## config.mk

```make
export PLATFORM = sky130hd
export DESIGN_NAME = multu_hilo_ctrl
export DESIGN_NICKNAME = d
export VERILOG_FILES = /design/src/rtl/multu_hilo_ctrl.sv
export SDC_FILE = /design/constraint.sdc
export NUM_CORES = 1
export LEC_CHECK = 0
export CAP_MARGIN = 5
export CORE_ASPECT_RATIO = 1.25
export CORE_MARGIN = 2
export CORE_UTILIZATION = 23
export CTS_CLUSTER_SIZE = 14
export DETAILED_ROUTE_END_ITERATION = 10
export PLACE_DENSITY = 0.44
export SLEW_MARGIN = 0
export SYNTH_ARGS = -nofsm -noshare
export SYNTH_HDL_FRONTEND = slang
export SYNTH_SLANG_ARGS = --single-unit
```

## constraint.sdc

```tcl
create_clock -name clk -period 6.66 [get_ports clk]
set_input_delay 1.332 -clock clk [delete_from_list [all_inputs] [get_ports clk]]
set_output_delay 1.332 -clock clk [all_outputs]
set_load 0.01 [all_outputs]
```

## src/rtl/multu_hilo_ctrl.sv

```systemverilog
// Shift-add sequencer for unsigned multiply with the HI/LO register pair.
// One partial-product step per cycle; HI/LO are written only when a multiply completes.
module multu_hilo_ctrl #(
  parameter int WIDTH = 32,
  parameter int CNT_W = 6
) (
  input  logic             clk,
  input  logic             rst_n,
  input  logic             start,
  input  logic [WIDTH-1:0] opa,
  input  logic [WIDTH-1:0] opb,
  input  logic             flush,
  input  logic             rd_hi,
  input  logic             rd_lo,
  output logic             stall,
  output logic             busy,
  output logic             done,
  output logic [WIDTH-1:0] hilo_rdata,
  output logic [WIDTH-1:0] hi,
  output logic [WIDTH-1:0] lo
);

  typedef enum logic [1:0] {IDLE, BUSY, DONE} state_t;

  localparam logic [CNT_W-1:0] LAST_CNT = CNT_W'(WIDTH - 1);

  state_t               state, state_nxt;
  logic [2*WIDTH-1:0]   product, mcand, sum;
  logic [WIDTH-1:0]     mplier;
  logic [CNT_W-1:0]     cnt;
  logic                 accept, last_step;

  // A new multiply can be taken in IDLE or in the DONE cycle (back-to-back issue).
  always_comb begin
    accept     = start & ~flush & (state != BUSY);
    last_step  = (cnt == LAST_CNT);
    sum        = product + (mplier[0] ? mcand : '0);
    state_nxt  = state;
    busy       = (state == BUSY);
    done       = (state == DONE);
    stall      = busy & (start | rd_hi | rd_lo) & ~flush;
    hilo_rdata = rd_hi ? hi : lo;

    case (state)
      IDLE:    if (accept) state_nxt = BUSY;
      BUSY: begin
        if (flush)          state_nxt = IDLE;
        else if (last_step) state_nxt = DONE;
      end
      DONE:    state_nxt = accept ? BUSY : IDLE;
      default: state_nxt = IDLE;
    endcase
  end

  always_ff @(posedge clk or negedge rst_n) begin
    if (!rst_n) state <= IDLE;
    else        state <= state_nxt;
  end

  always_ff @(posedge clk or negedge rst_n) begin
    if (!rst_n) begin
      product <= '0;
      mcand   <= '0;
      mplier  <= '0;
      cnt     <= '0;
      hi      <= '0;
      lo      <= '0;
    end else if (accept) begin
      mcand   <= {{WIDTH{1'b0}}, opa};
      mplier  <= opb;
      product <= '0;
      cnt     <= '0;
    end else if (busy && !flush) begin
      // A flushed multiply stops here, so HI/LO never see a squashed result.
      product <= sum;
      mcand   <= mcand << 1;
      mplier  <= mplier >> 1;
      cnt     <= cnt + CNT_W'(1);
      if (last_step) {hi, lo} <= sum;
    end
  end

endmodule
```

==> reports/metrics.csv, run 1 <==
stage;metric;value;unit
logic_synthesis;synth top area cells;dfrtp_1, o22a_1, ha_1;
power_and_ir_drop;Power Dens Cells;289.3;nW/µm²
timing;Slew Limit Headroom;28.03;%
logic_synthesis;syn_nets;1574;
timing;Final Hold Viols;0;
layout;final non-filler cell total;2324;
critical_path;CP Launch Type;primary input;
timing;Total Neg Setup Slack;0;ns
layout;Layout area overhead;23.87;%
timing;Final Cycle Share;65.00;%
logic_synthesis;async set-or-reset flop fraction in the synthesized netlist;100.0;%
clock_network;Clock transition at path regs;0.07;ns
critical_path;Setup CP Type;primary input to primary output;
clock_network;CTS Buffer Depth;3;
placement;dpl cells;2273;
drt;Via density;4.816;
floorplan;Site Rows;99;
timing;Pins Over Slew Limit;0;
critical_path;CP Max Fanout;33;
logic_synthesis;top cell type's share of synthesized area;42.85;%
global_route;first-pass GRT wire length;70.03;mm
floorplan;I/O pin count;169;
layout;post-layout util;28.77;%
clock_network;CTS Root Cell;clkbuf_16;
timing;Worst-Margin Slew;1.080;ns
critical_path;signal arrival time at the worst endpoint;3.00;ns
floorplan;core area;58340;µm²
clock_network;Hold Buf Count CTS;0;
logic_synthesis;most common library cells after synthesis;dfrtp_1, nand2_1, o21ai_0, o22a_1, clkbuf_1;
critical_path;CP Capture Type;primary output;
clock_network;clk_lat worst skew;0.56;ns
timing;final clock skew;0.01126;ns
timing;fmax;231.0;MHz
critical_path;CP required;5.33;ns
logic_synthesis;flops & latches, synth;232;
floorplan;die area;60880;µm²
placement;HPWL after DPL;32.34;mm
logic_synthesis;number of flops mapped to enable cells by yosys;0;
critical_path;r2r worst-path depth;14;
logic_synthesis;post-synthesis instance total;1439;
drt;Detailed Route WL;44.63;mm
run;maxcap violations;0;
clock_network;total CTS buffers;27;
floorplan;Initial Utilization;23.22;%
clock_network;Post-CTS Setup Inserts;0;
min_path;hold path startpoint;product[45];
global_route;largest net degree at the start of global routing;104;
logic_synthesis;Ys Warns;0;
critical_path;CP max-delay cell;buf_2;
logic_synthesis;count leader, synth;dfrtp_1;
timing;RSZ-0062 raised after global routing;false;
logic_synthesis;mapped cell area;13550;µm²
placement;Post-Place Setup Slack;2.287;ns
min_path;worst min-delay path class;flip-flop to flip-flop;
logic_synthesis;syn_area_per_cell;9.416;µm²
min_path;WHS Path Cells;2;
logic_synthesis;Synth area leader;dfrtp_1;
critical_path;Buf/Inv on CP;2;
logic_synthesis;Seq/Total Area, Yosys;42.85;%
critical_path;CP Cell Sequence;buf_2, mux2_2, clkdlybuf4s50_1;
drt;DRT Pass-1 Iters;5;
drt;WL/cell;19.21;µm
clock_network;CTS tree;built;
layout;share of layout cells above drive strength 1;8.493;%
logic_synthesis;Most used DFF post-synth;dfrtp_1;
clock_network;PostCTS Resize Cnt;0;
critical_path;slowest stage delay, CP;0.72;ns
critical_path;reg2reg end;hi[22];
global_route;vias in the first global route;11940;
placement;IO buf count;168;
timing;min Tclk post-route;4.329;ns
floorplan;Die Y;275.4;µm
clock_network;H-tree levels;1;
power_and_ir_drop;Leak Pwr;7.109;nW
floorplan;Die X;221.1;µm
critical_path;setup slack, reg-to-reg;2.83;ns
timing;# setup viols final;0;
global_route;total global-route track usage;14.43;%
status;status;finished clean;
placement;GP Congestion;0.8422;
layout;layout net count;1680;
drt;number of antenna-violating nets in the routed design;0;
power_and_ir_drop;Max IR drop VDD;167.0;µV
min_path;hold worst-path end;product[45];
clock_network;clk sinks;232;
critical_path;Crit path max-delay family;buffers and inverters;
critical_path;launching point of the worst reg2reg path;mplier[0];
global_route;grt ovf;0;
drt;Iter 0 DRT Violations;444;
global_route;initial antenna violation count;1;
drt;vias post-DR;11190;
timing;setup slack after layout;2.331;ns
drt;DR DRC count;0;
logic_synthesis;Netlist cell types;72;
[worst max-delay path by stage]
stage               depth (start not counted)             end  slack, ns  startpoint
finish                                      3  hilo_rdata[16]       2.33       rd_hi
global route                                3  hilo_rdata[18]       2.26       rd_hi
CTS                                         3  hilo_rdata[16]       2.28       rd_hi
detailed placement                          3  hilo_rdata[16]       2.29       rd_hi
global placement                            3  hilo_rdata[23]       2.34       rd_hi
floorplan                                   6           stall       2.71       flush
[kinds of logic after synthesis]
kind of cell               Yosys count  share of synthesized area (%)
AOI/OAI and AO/OA                  453                          23.90
xor gates and xnor gates            66                          4.266
adders and majority gates           65                          6.058
buffers and inverters              130                          3.740
DFF                                232                          42.85
muxes                               41                          3.407
and+or+nand+nor                    452                          15.78
[sequential cells by signal, indices dropped and copies added, names as in the netlist]
name and count:
hi 32, mcand 64, state 2, mplier 32, lo 32, cnt 6, product 64
[layer usage]
layer	wire, µm	GRT usage [%]
met5	0	0
met3	1198	1.639
met2	23770	27.25
met1	18860	17.43
met4	801	3.409
[cells in the final DEF (no fill, tap or decap), drive strengths merged, types with 8 or more instances in the layout]
master         netlist  layout
nor3                10      10
inv                 25      26
clkbuf              91      38
mux2                41      41
clkdlybuf4s50        0     165
o21ai              139     139
dfrtp              232     232
a21oi               82      82
nand2              205     205
a31oi               11      11
nand3               87      87
ha                  64      64
buf                 14      17
xor2                28      28
a22o                20      20
and2                66      66
nor2                35      35
xnor2               38      38
and3                 8       8
nand4               18      18
o22a               124     124
a21o                18      18
o21bai              17      17
[cell type report]
class                   count  area (µm²)
fillers                  6112       41560
multi-input cells        1077        7274
flip-flops and latches    232        5806
repair buffers            182        1782
well taps                 757       947.2
clock buffers              38       757.0
clock inverters            12       121.4
inverters                  25       93.84
diodes                      1       2.502
[tightest hold or removal path, stage by stage, from the launching register on]
cell and delay [ns]:
dfrtp_1 0.35, nand2_1 0.05, o21ai_0 0.06
[power breakdown]
part / leakage [nW] / switching, mW / internal [mW]
clock network: 0.426 / 0.628 / 0.870
registers: 3.00 / 0.110 / 1.58
logic: 3.68 / 1.05 / 0.625
total: 7.11 / 1.79 / 3.07
[stage by stage]
| stage | hold slack [ns] | cell area [µm²] | total power, mW |
|---|---|---|---|
| after detailed placement | 0.4791 | 15900 | 3.398 |
| after global routing | 0.5217 | 16780 | 5.164 |
| after CTS | 0.4948 | 16780 | 4.928 |
| final | 0.4874 | 16780 | 4.856 |
| after floorplan | 0.4528 | 13550 | 2.841 |
| after global placement | 0.4720 | 15900 | 3.387 |
Power figures use the tool's default switching activity.
==> run 2: changes to the inputs <==
--- a/config.mk
+++ b/config.mk
@@ -11,7 +11,7 @@
 export CORE_UTILIZATION = 23
 export CTS_CLUSTER_SIZE = 14
 export DETAILED_ROUTE_END_ITERATION = 10
-export PLACE_DENSITY = 0.44
+export PLACE_DENSITY = 0.45
 export SLEW_MARGIN = 0
 export SYNTH_ARGS = -nofsm -noshare
 export SYNTH_HDL_FRONTEND = slang
==> constraint.sdc (replaced) <==
create_clock -name clk -period 3.6 [get_ports clk]
set_input_delay 0.72 -clock clk [delete_from_list [all_inputs] [get_ports clk]]
set_output_delay 0.72 -clock clk [all_outputs]
set_load 0.01 [all_outputs]
==> run 2 against run 1 <==
  * Core utilization rose by 0.90 points
  * Non-clock buffer count rose by 49
  * Total power rose by 94%
  * Global-route usage rose by 0.19 points
  * Clock-buffer cell count fell by 1
  * First-iteration DRC count fell by 1.1%
  * Critical path depth rose by 10
  * Routed wire length rose by 0.94%
  * Final area rose by 3.1%
  * Sequential cell count did not move
==> reports/metrics.csv, run 2 (synthesis results as in run 1) <==
stage;metric;value;unit
timing;Worst-Margin Slew;0.7088;ns
status;status;finished clean;
clock_network;CTS tree;built;
layout;most frequent cells in the layout;dfrtp_1, nand2_1, clkdlybuf4s50_1, o21ai_0, o22a_1;
drt;vias post-DR;11430;
layout;Layout area overhead;27.74;%
critical_path;signal arrival time at the worst endpoint;3.86;ns
floorplan;Die X;221.1;µm
drt;Iter 0 DRT Violations;439;
clock_network;CTS Buffer Depth;3;
drt;WL/cell;19.00;µm
critical_path;setup slack, reg-to-reg;0.18;ns
run;maxcap violations;0;
layout;most common cell after layout, fill and taps aside;dfrtp_1;
clock_network;clk sinks;232;
global_route;initial antenna violation count;0;
timing;final clock skew;0.01872;ns
min_path;worst min-delay path class;primary input to async pin;
clock_network;clk_lat worst skew;0.57;ns
drt;number of antenna-violating nets in the routed design;0;
drt;DRT Pass-1 Iters;4;
critical_path;CP Capture Type;flip-flop;
critical_path;CP Max Fanout;19;
floorplan;Site Rows;99;
timing;Total Neg Setup Slack;0;ns
layout;diodes inserted;0;
global_route;grt ovf;0;
timing;Pins Over Slew Limit;0;
timing;min Tclk post-route;3.418;ns
layout;share of layout cells above drive strength 1;12.27;%
placement;HPWL after DPL;33.23;mm
drt;Detailed Route WL;45.05;mm
layout;post-layout util;29.67;%
clock_network;total CTS buffers;27;
clock_network;Clock transition at path regs;0.06;ns
clock_network;Hold Buf Count CTS;0;
critical_path;reg2reg end;hi[20];
power_and_ir_drop;Leak Pwr;7.404;nW
floorplan;die area;60880;µm²
placement;GP Congestion;0.8760;
critical_path;CP required;4.04;ns
clock_network;CTS Root Cell;clkbuf_16;
critical_path;r2r worst-path depth;13;
global_route;vias in the first global route;12030;
floorplan;Die Y;275.4;µm
floorplan;Initial Utilization;23.22;%
global_route;first-pass GRT wire length;71.47;mm
placement;IO buf count;168;
critical_path;launching point of the worst reg2reg path;mplier[0];
drt;Via density;4.821;
floorplan;I/O pin count;169;
global_route;total global-route track usage;14.61;%
power_and_ir_drop;Max IR drop VDD;278.4;µV
clock_network;H-tree levels;1;
timing;Slew Limit Headroom;52.75;%
timing;fmax;292.6;MHz
layout;biggest regs;mcand: 64 flops, product: 64 flops;
critical_path;Setup CP Type;flip-flop to flip-flop;
timing;Final Cycle Share;94.94;%
floorplan;core area;58340;µm²
global_route;largest net degree at the start of global routing;79;
timing;# setup viols final;0;
timing;Final Hold Viols;0;
layout;layout net count;1729;
power_and_ir_drop;Power Dens Cells;544.9;nW/µm²
timing;Fin Hold WS;0.1441;ns
drt;DR DRC count;0;
critical_path;CP Launch Type;flip-flop;
-- run 2: per-stage QoR --
step,worst slack [ns],power [mW],cells,area (µm²)
after floorplan,0.3959,5.257,1439,13550
after global placement,0.03631,6.542,2316,16290
after detailed placement,0.04468,6.556,2316,16290
after CTS,0.01236,9.532,2365,17210
after global routing,-0.009495,10.03,2371,17310
final,0.1823,9.432,2371,17310
-- run 2: worst max path at each step --
| stage | from | to | slack [ns] | cells after the start |
|---|---|---|---|---|
| after floorplan | mplier[0] | hi[20] | 0.40 | 14 |
| after global placement | mplier[0] | hi[20] | 0.04 | 13 |
| after detailed placement | mplier[0] | hi[20] | 0.04 | 13 |
| after CTS | mplier[0] | hi[20] | 0.01 | 13 |
| after global routing | mplier[0] | hi[20] | -0.009 | 13 |
| final | mplier[0] | hi[20] | 0.18 | 13 |
-- run 2: final cells by class --
class | instances | area, µm²
inverters | 25 | 93.84
multi-input cells | 1077 | 7322
flip-flops and latches | 232 | 5807
repair buffers | 231 | 2212
clock inverters | 12 | 142.6
fillers | 6060 | 41030
well taps | 757 | 947.2
clock buffers | 37 | 783.3
-- run 2: routing by layer --
| metal | vias up | track usage, % | part of all wire [%] |
|---|---|---|---|
| met5 | - | 0 | 0 |
| met4 | 0 | 3.444 | 1.8 |
| met3 | 53 | 1.799 | 3.0 |
| met2 | 165 | 27.04 | 52 |
| met1 | 5701 | 18.03 | 43 |
| li1 | 5512 | - | - |
-- run 2: what timing repair did --
| action | CTS | global route |
|---|---|---|
| endpoints found under the setup margin | 0 | 25 |
| setup buffers | 0 | 6 |
| resized for setup | 0 | 15 |
-- run 2: critical path, stage by stage, from the launching register on --
cell and delay (ns):
dfrtp_2 0.44, buf_4 0.20, and2_1 0.15, ha_1 0.33
a21oi_2 0.22, o21ai_1 0.15, a221o_2 0.44, a21oi_4 0.15
o21ai_2 0.11, a21oi_4 0.31, o21ba_2 0.22, o21ai_0 0.10
xor2_1 0.18, mux2_2 0.27
-- run 2: power breakdown --
part	internal (mW)	leakage, nW	switching [mW]	total [mW]
clock	1.73	0.465	1.18	2.91
sequential	2.92	3.00	0.207	3.12
combinational	1.36	3.94	2.04	3.40
==> RTL change 1, RTL diff (settings of run 2) <==
`WIDTH`: 32 -> 64.
--- a/src/rtl/multu_hilo_ctrl.sv
+++ b/src/rtl/multu_hilo_ctrl.sv
@@ -1,7 +1,7 @@
 // Shift-add sequencer for unsigned multiply with the HI/LO register pair.
 // One partial-product step per cycle; HI/LO are written only when a multiply completes.
 module multu_hilo_ctrl #(
-  parameter int WIDTH = 32,
+  parameter int WIDTH = 64,
   parameter int CNT_W = 6
 ) (
   input  logic             clk,
Ports: changed (5 resized); port bits go from 169 to 329. The function was not compared with the original's and may differ.
==> RTL change 1 against run 2 <==
The flow now finishes with violations (setup timing). Area after synthesis is 110% higher. Routed wire length grew to 2.7 times the old value. Cell count is 140% higher. Setup slack worse by 0.45 ns. Sequential cell count is 224 higher. Final area grew to 2.5 times the old value. Total power is 60% higher. First-iteration DRC count grew to 3.6 times the old value. Critical path type unchanged. Largest cell class unchanged. Largest power group is now the clock network. Highest routed layer is now met5.
==> RTL change 1: results (changes against run 2) <==
status complete, but fails checks; failing checks setup timing; Psw 4.53 mW (+32%); Seq area share 26.3% (-7.3 points); met3 routed WL 4.77 mm (+250%); DR iter-0 viols 1587 (+260%); GPL Wtd Cong 0.906 (+3.4%); Highest Signal Layer met5; metal1 wirelength 53.6 mm (+180%); Synth Area in Adders 5.81% (-0.25 points); fin nets 4430 (+160%); signal buffers share of area 23.4% (+11 points); wire per inst 21.4 um (+13%); Syn-to-layout area delta 55.5%; Layout fillers 12467 (+110%); routed wl met2 61.7 mm (+160%); Taps Inserted 1584 (+110%); Regs by FF count mcand x128, product x128; H-tree depth 2 (+1); combinational gate power 3.26 mW (-4%); pin count of the biggest net entering global routing 98 (+24%); post_cts resized 289 (+289); unique cell type count in the Yosys netlist 88 (+22%); vias in the first global route 29241 (+140%); FFs & Latches 456 (+97%); Inverters 45 (+80%); Clk Latency, worst-skew pair 0.67 ns (+0.10 ns); placed cell areas 38600 um2 (+140%); final worst setup slack -0.267 ns (-0.449 ns); Signal buffers 1172 (+410%); Synth area leaders dfrtp_1, nand2_1, ha_1; multi-input gate share of total cell area 40.9% (-1.4 points); Slew @ Worst Pin 0.857 ns (+0.148 ns); peak supply drop 358 uV (+29%); HPWL after DPL 94.5 mm (+180%); Pwr Density 348 nW/um2 (-36%); Commonest cells post-synth nand2_1, dfrtp_1, o21ai_0; Leak 19.9 nW (+170%); Synth Area in XOR/XNOR 3.79% (-0.47 points); initial antenna violation count 9 (+9); Max Clock Skew 0.0470 ns (+0.0283 ns); Synthesized Nets 3408 (+120%); crit path DAT 4.41 ns (+0.55 ns); Multi-In Gates 2437 (+130%); Avg Cell Area, Syn 8.88 um2 (-5.7%); register area share after synthesis 40.9% (-2.0 points); Via Count 27775 (+140%); final setup violation count 90 (+90); cts bufs inserted 55 (+100%); post-CTS setup buffers 39 (+39); setup slack at placement -0.580 ns (-0.625 ns); Total GRT Usage 19.6% (+5.0 points); largest fanout on the critical path 6 (-13); dpl cells 5639 (+140%); clock network area share 4.46% (-0.89 points)
[RTL change 1: cell count changes in the layout (fill, tap and decap cells not counted), moves of 87 or more]
cell / run 2 / this run
o21ai_0: 126 / 213
a22oi_1: 0 / 128
o22a_1: 124 / 0
buf_4: 58 / 777
a22o_1: 20 / 167
dfrtp_1: 231 / 455
nand2_1: 202 / 567
clkdlybuf4s50_1: 165 / 325
[RTL change 1: metal layers]
metal  GRT usage (%)  up-vias
met4            5.27        8
met1            24.9    13614
li1                -    13356
met2            34.5      640
met5               0        -
met3            2.63      157
[RTL change 1: worst paths after layout]
| kind | startpoint | to | slack (ns) | cells after the start |
|---|---|---|---|---|
| min in group clk | mplier[25] | mplier[25] | 0.48 | 2 |
| setup reg to reg | mplier[0] | hi[36] | -0.27 | 17 |
| setup / recovery | mplier[0] | hi[36] | -0.27 | 17 |
| max in group asynchronous | rst_n | mplier[6] | 2.54 | 2 |
| hold reg to reg | mplier[25] | mplier[25] | 0.48 | 2 |
| hold / removal | rst_n | hi[59] | 0.1 | 1 |
==> RTL change 2, RTL diff (settings of run 2) <==
Made on the original files. Make the reset (`rst_n`) synchronous in 2 clocked blocks.
--- a/src/rtl/multu_hilo_ctrl.sv
+++ b/src/rtl/multu_hilo_ctrl.sv
@@ -52,12 +52,12 @@
     endcase
   end
 
-  always_ff @(posedge clk or negedge rst_n) begin
+  always_ff @(posedge clk) begin
     if (!rst_n) state <= IDLE;
     else        state <= state_nxt;
   end
 
-  always_ff @(posedge clk or negedge rst_n) begin
+  always_ff @(posedge clk) begin
     if (!rst_n) begin
       product <= '0;
       mcand   <= '0;
Check against the original RTL: differs if rst_n is asserted again (counterexample within 4 cycles, from zero or initial values and one cycle with rst_n low); with rst_n held inactive, the same outputs for 10 cycles.
==> RTL change 2 against run 2 <==
Routed wire length increased by 17%. Setup slack improved by 0.0031 ns. Critical endpoint is now hi[20]. Cell count increased by 15%. Area after synthesis about the same. Sequential cell count unchanged. Final area increased by 1.4%. Core utilization increased by 0.41 points. Highest routed layer is now met5.
Power is not compared: it rests on default switching activity, and its combinational part moved more than twofold at a synthesized area within 25%.
==> RTL change 2: results (changes against run 2) <==
status finished, final reports clean; most common flop cell mapped by yosys dfxtp_1; CP Capture Point hi[20]; vias per std cell 4.80 (-0.51%); Crit-path slowest cell fa_2; Slew @ Worst Pin 0.827 ns (+0.118 ns); first-pass GRT wire length 79.2 mm (+11%); HPWL after DPL 40.3 mm (+21%); peak supply drop 335 uV; Clock power frac 47.1%; Commonest cells post-synth nand2_1, dfxtp_1, a21oi_1; Synth area leaders dfxtp_1, nand2_1, a21oi_1; pin count of the biggest net entering global routing 105 (+33%); cts bufs inserted 29 (+7.4%); Pre-antenna DRT Iters 6 (+2); Clk Latency, worst-skew pair 0.59 ns (+0.02 ns); Detailed Route WL 52.5 mm (+17%); CP max stage delay 0.35 ns (-0.09 ns); unique cell type count in the Yosys netlist 85 (+18%); Fin Hold WS 0.458 ns (+0.314 ns); register area share after synthesis 34.2% (-8.6 points); CTS clk-pin slew, worst paths 0.06 ns (about the same); setup slack at placement -0.0597 ns (-0.104 ns); dpl cells 2665 (+15%); Warnings, synthesis 0 (unchanged); fin nets 2075 (+20%); period utilization 94.8% (about the same); largest fanout on the critical path 8 (-11); DR iter-0 viols 747 (+70%); Top delay family on crit path compound AO/OA/AOI/OAI gates; Gate Count Post-Synth 1770 (+23%); placed cell areas 16500 um2 (+1.4%); Synthesized Nets 1905 (+21%); H-tree depth 1 (unchanged); Min-Delay Path Class reg -> reg; GPL Wtd Cong 0.908 (+3.7%)
## RTL change 2: worst reg2reg max path: stages, from the launching register on
cell	delay, ns
dfxtp_1	0.33
buf_4	0.16
and2_1	0.14
ha_2	0.19
fa_2	0.35
a211o_1	0.31
o211ai_1	0.16
a2bb2oi_2	0.12
buf_4	0.17
a21oi_4	0.13
nor4_2	0.08
o31ai_2	0.33
buf_4	0.19
nand2_1	0.09
a221oi_2	0.25
xor2_1	0.22
o21ai_1	0.09
## RTL change 2: timing repair
action | 4_1_cts | 5_1_grt
pin swaps | 0 | 6
setup buffers | 0 | 1
endpoints found under the setup margin | 6 | 23
hold buffers | 0 | 0
endpoints found under the hold margin | 0 | 0
gates resized for setup | 2 | 16
## RTL change 2: area by class of cell
type                       count  area, um2
multi-input combinational   1349       8220
inverter                      53        200
timing repair buffer         275       2590
antenna                        1       2.50
tap                          757        947
sequential                   232       4640
fill                        6294      40800
clock buffer                  43        868
clock inverter                 9       66.3
## RTL change 2: routing by layer
metal / track usage, % / vias to the layer above / wire, um
met5: 0 / - / 13
met4: 6.02 / 2 / 1820
met3: 2.27 / 69 / 2210
met2: 28.9 / 287 / 24800
met1: 21.3 / 6172 / 23700
li1: - / 6512 / -
## RTL change 2: logic make-up (layout without fill, tap and decap cells)
logic type / count (synthesis) / count (layout) / synth area share, %
muxes: 53 / 53 / 4.21
buffers and inverters: 189 / 380 / 6.11
xor gates and xnor gates: 56 / 56 / 3.62
AOI/OAI and AO/OA: 482 / 482 / 22.7
other: 0 / 1 / 0
DFF: 232 / 232 / 34.2
adders and majority gates: 65 / 65 / 6.05
and+or+nand+nor: 693 / 693 / 23.0
